$ cat config.mk
export PLATFORM = sky130hd
export DESIGN_NAME = seq_chunk_adder
export DESIGN_NICKNAME = d
export VERILOG_FILES = /design/src/rtl/seq_chunk_adder.sv
export SDC_FILE = /design/constraint.sdc
export NUM_CORES = 1
export LEC_CHECK = 0
export BUFFER_PORTS_ARGS = -buffer_cell sky130_fd_sc_hd__buf_2
export CAP_MARGIN = 30
export CORE_MARGIN = 2
export CORE_UTILIZATION = 27
export CTS_CLUSTER_SIZE = 28
export DETAILED_ROUTE_END_ITERATION = 16
export GPL_TIMING_DRIVEN = 0
export HOLD_SLACK_MARGIN = 0.06
export SYNTH_ARGS = -nofsm -noshare
export SYNTH_HDL_FRONTEND = slang
export SYNTH_SLANG_ARGS = --single-unit
$ cat constraint.sdc
create_clock -name clk -period 3.2 [get_ports clk]
set_input_delay 0.32 -clock clk [delete_from_list [all_inputs] [get_ports clk]]
set_output_delay 0.32 -clock clk [all_outputs]
set_load 0.02 [all_outputs]
$ cat src/rtl/seq_chunk_adder.sv
`timescale 1ns/1ps
`default_nettype none
// ============================================================================
// Module   : seq_chunk_adder
// Purpose  : Sequential (bit-serial-by-chunk) adder/subtractor. One CHUNK-bit
//            slice of the operands is added per clock; the carry ripples
//            between slices through a register. Takes NCH = WIDTH/CHUNK
//            cycles per operation, plus a handshake cycle in and out.
// Ports    : clk, rst        - clock (rising edge), async active-high reset
//            in_valid/ready  - operation handshake (a, b, cin, sub)
//            a, b            - WIDTH-bit operands
//            cin             - carry-in, add mode only
//            sub             - 0: a+b+cin, 1: a-b
//            out_valid/ready - result handshake (sum, carry, overflow)
//            sum             - WIDTH-bit result
//            carry           - carry out of MSB (subtract: 1 = no borrow)
//            overflow        - two's-complement signed overflow
// Note     : WIDTH must be an integer multiple of CHUNK, CHUNK >= 1.
// Revision : 1.0 - initial release
// ============================================================================
module seq_chunk_adder #(
  parameter int WIDTH = 16,
  parameter int CHUNK = 4
) (
  input  logic             clk,
  input  logic             rst,
  input  logic             in_valid,
  output logic             in_ready,
  input  logic [WIDTH-1:0] a,
  input  logic [WIDTH-1:0] b,
  input  logic             cin,
  input  logic             sub,
  output logic             out_valid,
  input  logic             out_ready,
  output logic [WIDTH-1:0] sum,
  output logic             carry,
  output logic             overflow
);

  localparam int NCH  = WIDTH / CHUNK;
  localparam int IDXW = (NCH > 1) ? $clog2(NCH) : 1;

  localparam logic [1:0] S_IDLE = 2'd0;
  localparam logic [1:0] S_RUN  = 2'd1;
  localparam logic [1:0] S_DONE = 2'd2;

  localparam logic [IDXW-1:0] LAST_IDX = IDXW'(NCH - 1);

  logic [1:0]       state_q, state_d;
  logic [WIDTH-1:0] a_q, a_d;
  logic [WIDTH-1:0] b_q, b_d;     // effective B (already inverted for subtract)
  logic             c_q, c_d;     // carry into the current slice
  logic [IDXW-1:0]  idx_q, idx_d;
  logic [WIDTH-1:0] sum_q, sum_d;
  logic             carry_q, carry_d;
  logic             ovf_q, ovf_d;

  logic [CHUNK-1:0] slice_a;
  logic [CHUNK-1:0] slice_b;
  logic [CHUNK-1:0] slice_s;
  logic             slice_co;
  logic             msb_ci;

  assign slice_a = a_q[idx_q*CHUNK +: CHUNK];
  assign slice_b = b_q[idx_q*CHUNK +: CHUNK];
  assign {slice_co, slice_s} = {1'b0, slice_a} + {1'b0, slice_b} + {{CHUNK{1'b0}}, c_q};

  // Carry into the slice MSB recovered from the MSB sum bit; works for any
  // CHUNK including 1, where it degenerates to the slice carry-in.
  assign msb_ci = slice_s[CHUNK-1] ^ slice_a[CHUNK-1] ^ slice_b[CHUNK-1];

  always_comb begin
    state_d = state_q;
    a_d     = a_q;
    b_d     = b_q;
    c_d     = c_q;
    idx_d   = idx_q;
    sum_d   = sum_q;
    carry_d = carry_q;
    ovf_d   = ovf_q;
    case (state_q)
      S_IDLE: begin
        if (in_valid) begin
          a_d     = a;
          b_d     = sub ? ~b : b;
          c_d     = sub ? 1'b1 : cin;
          idx_d   = '0;
          state_d = S_RUN;
        end
      end
      S_RUN: begin
        sum_d[idx_q*CHUNK +: CHUNK] = slice_s;
        c_d = slice_co;
        if (idx_q == LAST_IDX) begin
          carry_d = slice_co;
          ovf_d   = msb_ci ^ slice_co;
          state_d = S_DONE;
        end else begin
          idx_d = idx_q + 1'b1;
        end
      end
      S_DONE: begin
        if (out_ready) begin
          state_d = S_IDLE;
        end
      end
      default: state_d = S_IDLE;
    endcase
  end

  always_ff @(posedge clk or posedge rst) begin
    if (rst) begin
      state_q <= S_IDLE;
      a_q     <= '0;
      b_q     <= '0;
      c_q     <= 1'b0;
      idx_q   <= '0;
      sum_q   <= '0;
      carry_q <= 1'b0;
      ovf_q   <= 1'b0;
    end else begin
      state_q <= state_d;
      a_q     <= a_d;
      b_q     <= b_d;
      c_q     <= c_d;
      idx_q   <= idx_d;
      sum_q   <= sum_d;
      carry_q <= carry_d;
      ovf_q   <= ovf_d;
    end
  end

  // in_ready is gated by rst so it drops immediately on reset assertion.
  assign in_ready  = (state_q == S_IDLE) && !rst;
  assign out_valid = (state_q == S_DONE);
  assign sum       = sum_q;
  assign carry     = carry_q;
  assign overflow  = ovf_q;

endmodule
`default_nettype wire

==> flow_summary.json <==
{
  "hold_violations": 0,
  "setup_ws_ns": 0.181,
  "end_kind": "flip-flop",
  "antenna_cells": 0,
  "drt_wl_total_microns": 5790,
  "finalCritPeriodShare_pct": 94.3,
  "core_sq_um": 9330,
  "n_fill_cell": 945,
  "leakagePower_nw": 1.47,
  "crit_path_max_fanout": 10,
  "critPathMostFrequentCell": "fa_1",
  "numCtsBuffers": 5,
  "syn_to_final_growth_pct": 22.5,
  "cts_buffer_depth": 2,
  "synth.distinct_cells": 27,
  "cts_root_buf": "clkbuf_8",
  "cp.arrival_ns": 3.25,
  "critPathTopFamily": "adder cells",
  "clkTransAtPathRegs_ns": 0.09,
  "postRouteAntennaNets": 0,
  "place.port_buffers": 56,
  "finalSetupTns_ns": 0,
  "wire_per_inst_microns": 14.3,
  "design.die.area_sq_um": 10500,
  "drv_cap": 0,
  "yosysWarningCount": 0,
  "final_nets": 323,
  "io_pins": 58,
  "synth_common_cells": "55 x dfrtp_1, 20 x nor2_1, 18 x a21oi_1, 18 x xnor2_1, 17 x mux2_2",
  "initial_core_util_pct": 28.0,
  "final_core_util_pct": 34.3,
  "grt_pass1_vias": 1875,
  "dp_worst_setup_slack_ns": -0.206,
  "synth_top_area_cell": "dfrtp_1",
  "synth_most_common_cell": "dfrtp_1",
  "first_pass_iters": 4,
  "hp-class": "in2reg",
  "synth_top_area_share_pct": 52.8,
  "fin_skew_ns": 0.00396,
  "synthArstFlopShare_pct": 100,
  "p_total_mw": 3.67,
  "setup_viol": 0,
  "h-tree-depth": 2,
  "outcome": "completed",
  "ys_seq_elements": 55,
  "die_width_microns": 102,
  "start_kind": "flip-flop",
  "track_usage_pct": 12.0,
  "clock_latency_ns": 0.30,
  "ys_top_cells_by_area": "dfrtp_1 53%, mux2_2 7.3%, mux4_2 6.0%, xnor2_1 6.0%, a22o_1 5.4%",
  "grt_pass1_wl_microns": 9660,
  "syn_inst": 206,
  "grt_max_degree": 40,
  "finalInstanceArea_sq_um": 3200,
  "critPathSlowestCell": "mux4_2",
  "drive_gt1_share_pct": 36.0,
  "cts_tree": "done",
  "cts_sinks": 55,
  "r2r_slack_ns": 0.18,
  "peakVddDrop_v": 0.000619,
  "die_y_microns": 102,
  "synth_edf_count": 0,
  "synth_nets": 255,
  "critPathMaxStageDelay_ns": 0.55,
  "ys.flop_type": "dfrtp_1",
  "worst_slew_pin_slew_ns": 0.790,
  "syn-cell-area_sq_um": 2610,
  "vias": 1796,
  "fin_crit_ns": 3.02,
  "crit_chain": "buf_6 -> mux4_2 -> fa_1 -> fa_1 -> a21o_1 -> a21oi_2 -> xnor3_1 -> xnor2_1 -> o21ai_1",
  "crit_type": "reg2reg",
  "crit_buf_inv": 1,
  "pwr_density_cell_nw_per_um2": 1150,
  "timing.fmax_mhz": 331,
  "seq_area_frac_synth_pct": 52.8,
  "antenna_found_initial": 0,
  "remaining_drc_errors": 0,
  "place_congestion": 0.771,
  "avgViaCountPerCell": 4.45,
  "grt-ovfl-total": 0,
  "fp-row-count": 35,
  "finalMaxSlewViolations": 0,
  "drtIter0Drc": 46,
  "post-dp-hpwl_microns": 4380,
  "rsz0062_at_grt": "no",
  "syn_avg_cell_area_sq_um": 12.7,
  "slew_headroom_pct": 47.2,
  "crit_required_ns": 3.43,
  "placed_area_sq_um": 3070
}
[power breakdown]
| part | total (mW) | internal, mW | switching, mW | leakage [nW] |
|---|---|---|---|---|
| registers | 1.19 | 1.01 | 0.179 | 0.668 |
| clock network | 0.372 | 0.154 | 0.218 | 0.0422 |
| logic | 2.11 | 0.950 | 1.16 | 0.764 |
[metrics by stage]
| stage | std cells | hold WS [ns] |
|---|---|---|
| 5_1_grt | 404 | 0.190 |
| 3_3_place_gp | 391 | 0.467 |
| 6_report | 404 | 0.203 |
| 4_1_cts | 401 | 0.199 |
| 2_1_floorplan | 206 | 0.428 |
| 3_5_place_dp | 392 | 0.334 |
[area by class of cell]
type	instances	area (sq um)	area share [%]
plain buffers	9	47.5	1.49
clock buffers	7	76.3	2.39
clock inverters	1	5.00	0.157
inverters	5	18.8	0.587
multi-input cells	137	1180	36.8
flip-flops and latches	55	1380	43.1
well taps	129	161	5.05
repair buffers	61	333	10.4
[worst paths after layout]
| path | startpoint | cells after the start | to |
|---|---|---|---|
| worst max-delay path | idx_q[0]$_DFFE_PP0P_ | 9 | overflow$_DFFE_PP0P_ |
| worst min-delay path | out_ready | 2 | state_q[1]$_DFFE_PP0P_ |
| worst max register to register | idx_q[0]$_DFFE_PP0P_ | 9 | overflow$_DFFE_PP0P_ |
| worst min register to register | carry$_DFFE_PP0P_ | 2 | carry$_DFFE_PP0P_ |
| max in group asynchronous | rst | 4 | idx_q[0]$_DFFE_PP0P_ |
| min in group asynchronous | rst | 3 | sum[7]$_DFFE_PP0P_ |
[logic make-up (layout without fill, tap and decap cells)]
logic type      count (synthesis)  after routing  share of synthesized area, %
mux                            25             25                          14.4
fa+ha+maj                      11             11                          5.85
compound gates                 42             42                          10.6
xor+xnor                       20             20                          7.24
simple gates                   39             39                          6.81
buf+inv                        14             83                          2.30
flops                          55             55                          52.8
[layer usage]
metal  up-vias  track usage, %  wire (microns)
li1        866               -               -
met1       884            16.5            2760
met2        44            19.5            2770
met3         2            3.21             243
met4         0            1.54              12
met5         -               0               0
[worst register-to-register path, delay by kind of cell (launching register included)]
kind | cells | cell delay [ns]
flops | 1 | 0.45
compound gates | 3 | 0.53
xor+xnor | 2 | 0.39
buf+inv | 1 | 0.20
mux | 1 | 0.55
fa+ha+maj | 2 | 0.84
[flip-flops by register name, summed over array words and instances (netlist names)]
signal and cells:
a_q 16, c_q 1, carry 1, idx_q 2
sum 16, b_q 16, state_q 2, overflow 1
[what timing repair did]
item                       in CTS  in global routing
setup endpoints to repair       1                  1
setup buffers                   0                  3
hold endpoints to repair       16                  0
resized for setup               3                  1
gates cloned                    0                  0
hold buffers                    1                  0
[cells in the final DEF, fill, tap and decap left out, types with 2 or more instances in the layout]
master	count
nand2_1	10
a21o_1	2
buf_4	3
o21ai_0	4
clkbuf_8	5
xnor2_1	18
nand2b_1	2
inv_1	4
mux2_2	17
ha_1	9
nor2_1	20
dfrtp_1	54
fa_1	2
mux4_2	7
buf_2	61
and4_1	2
a22o_1	16
clkbuf_1	5
a21oi_1	17
(Power assumes the default switching activity.)
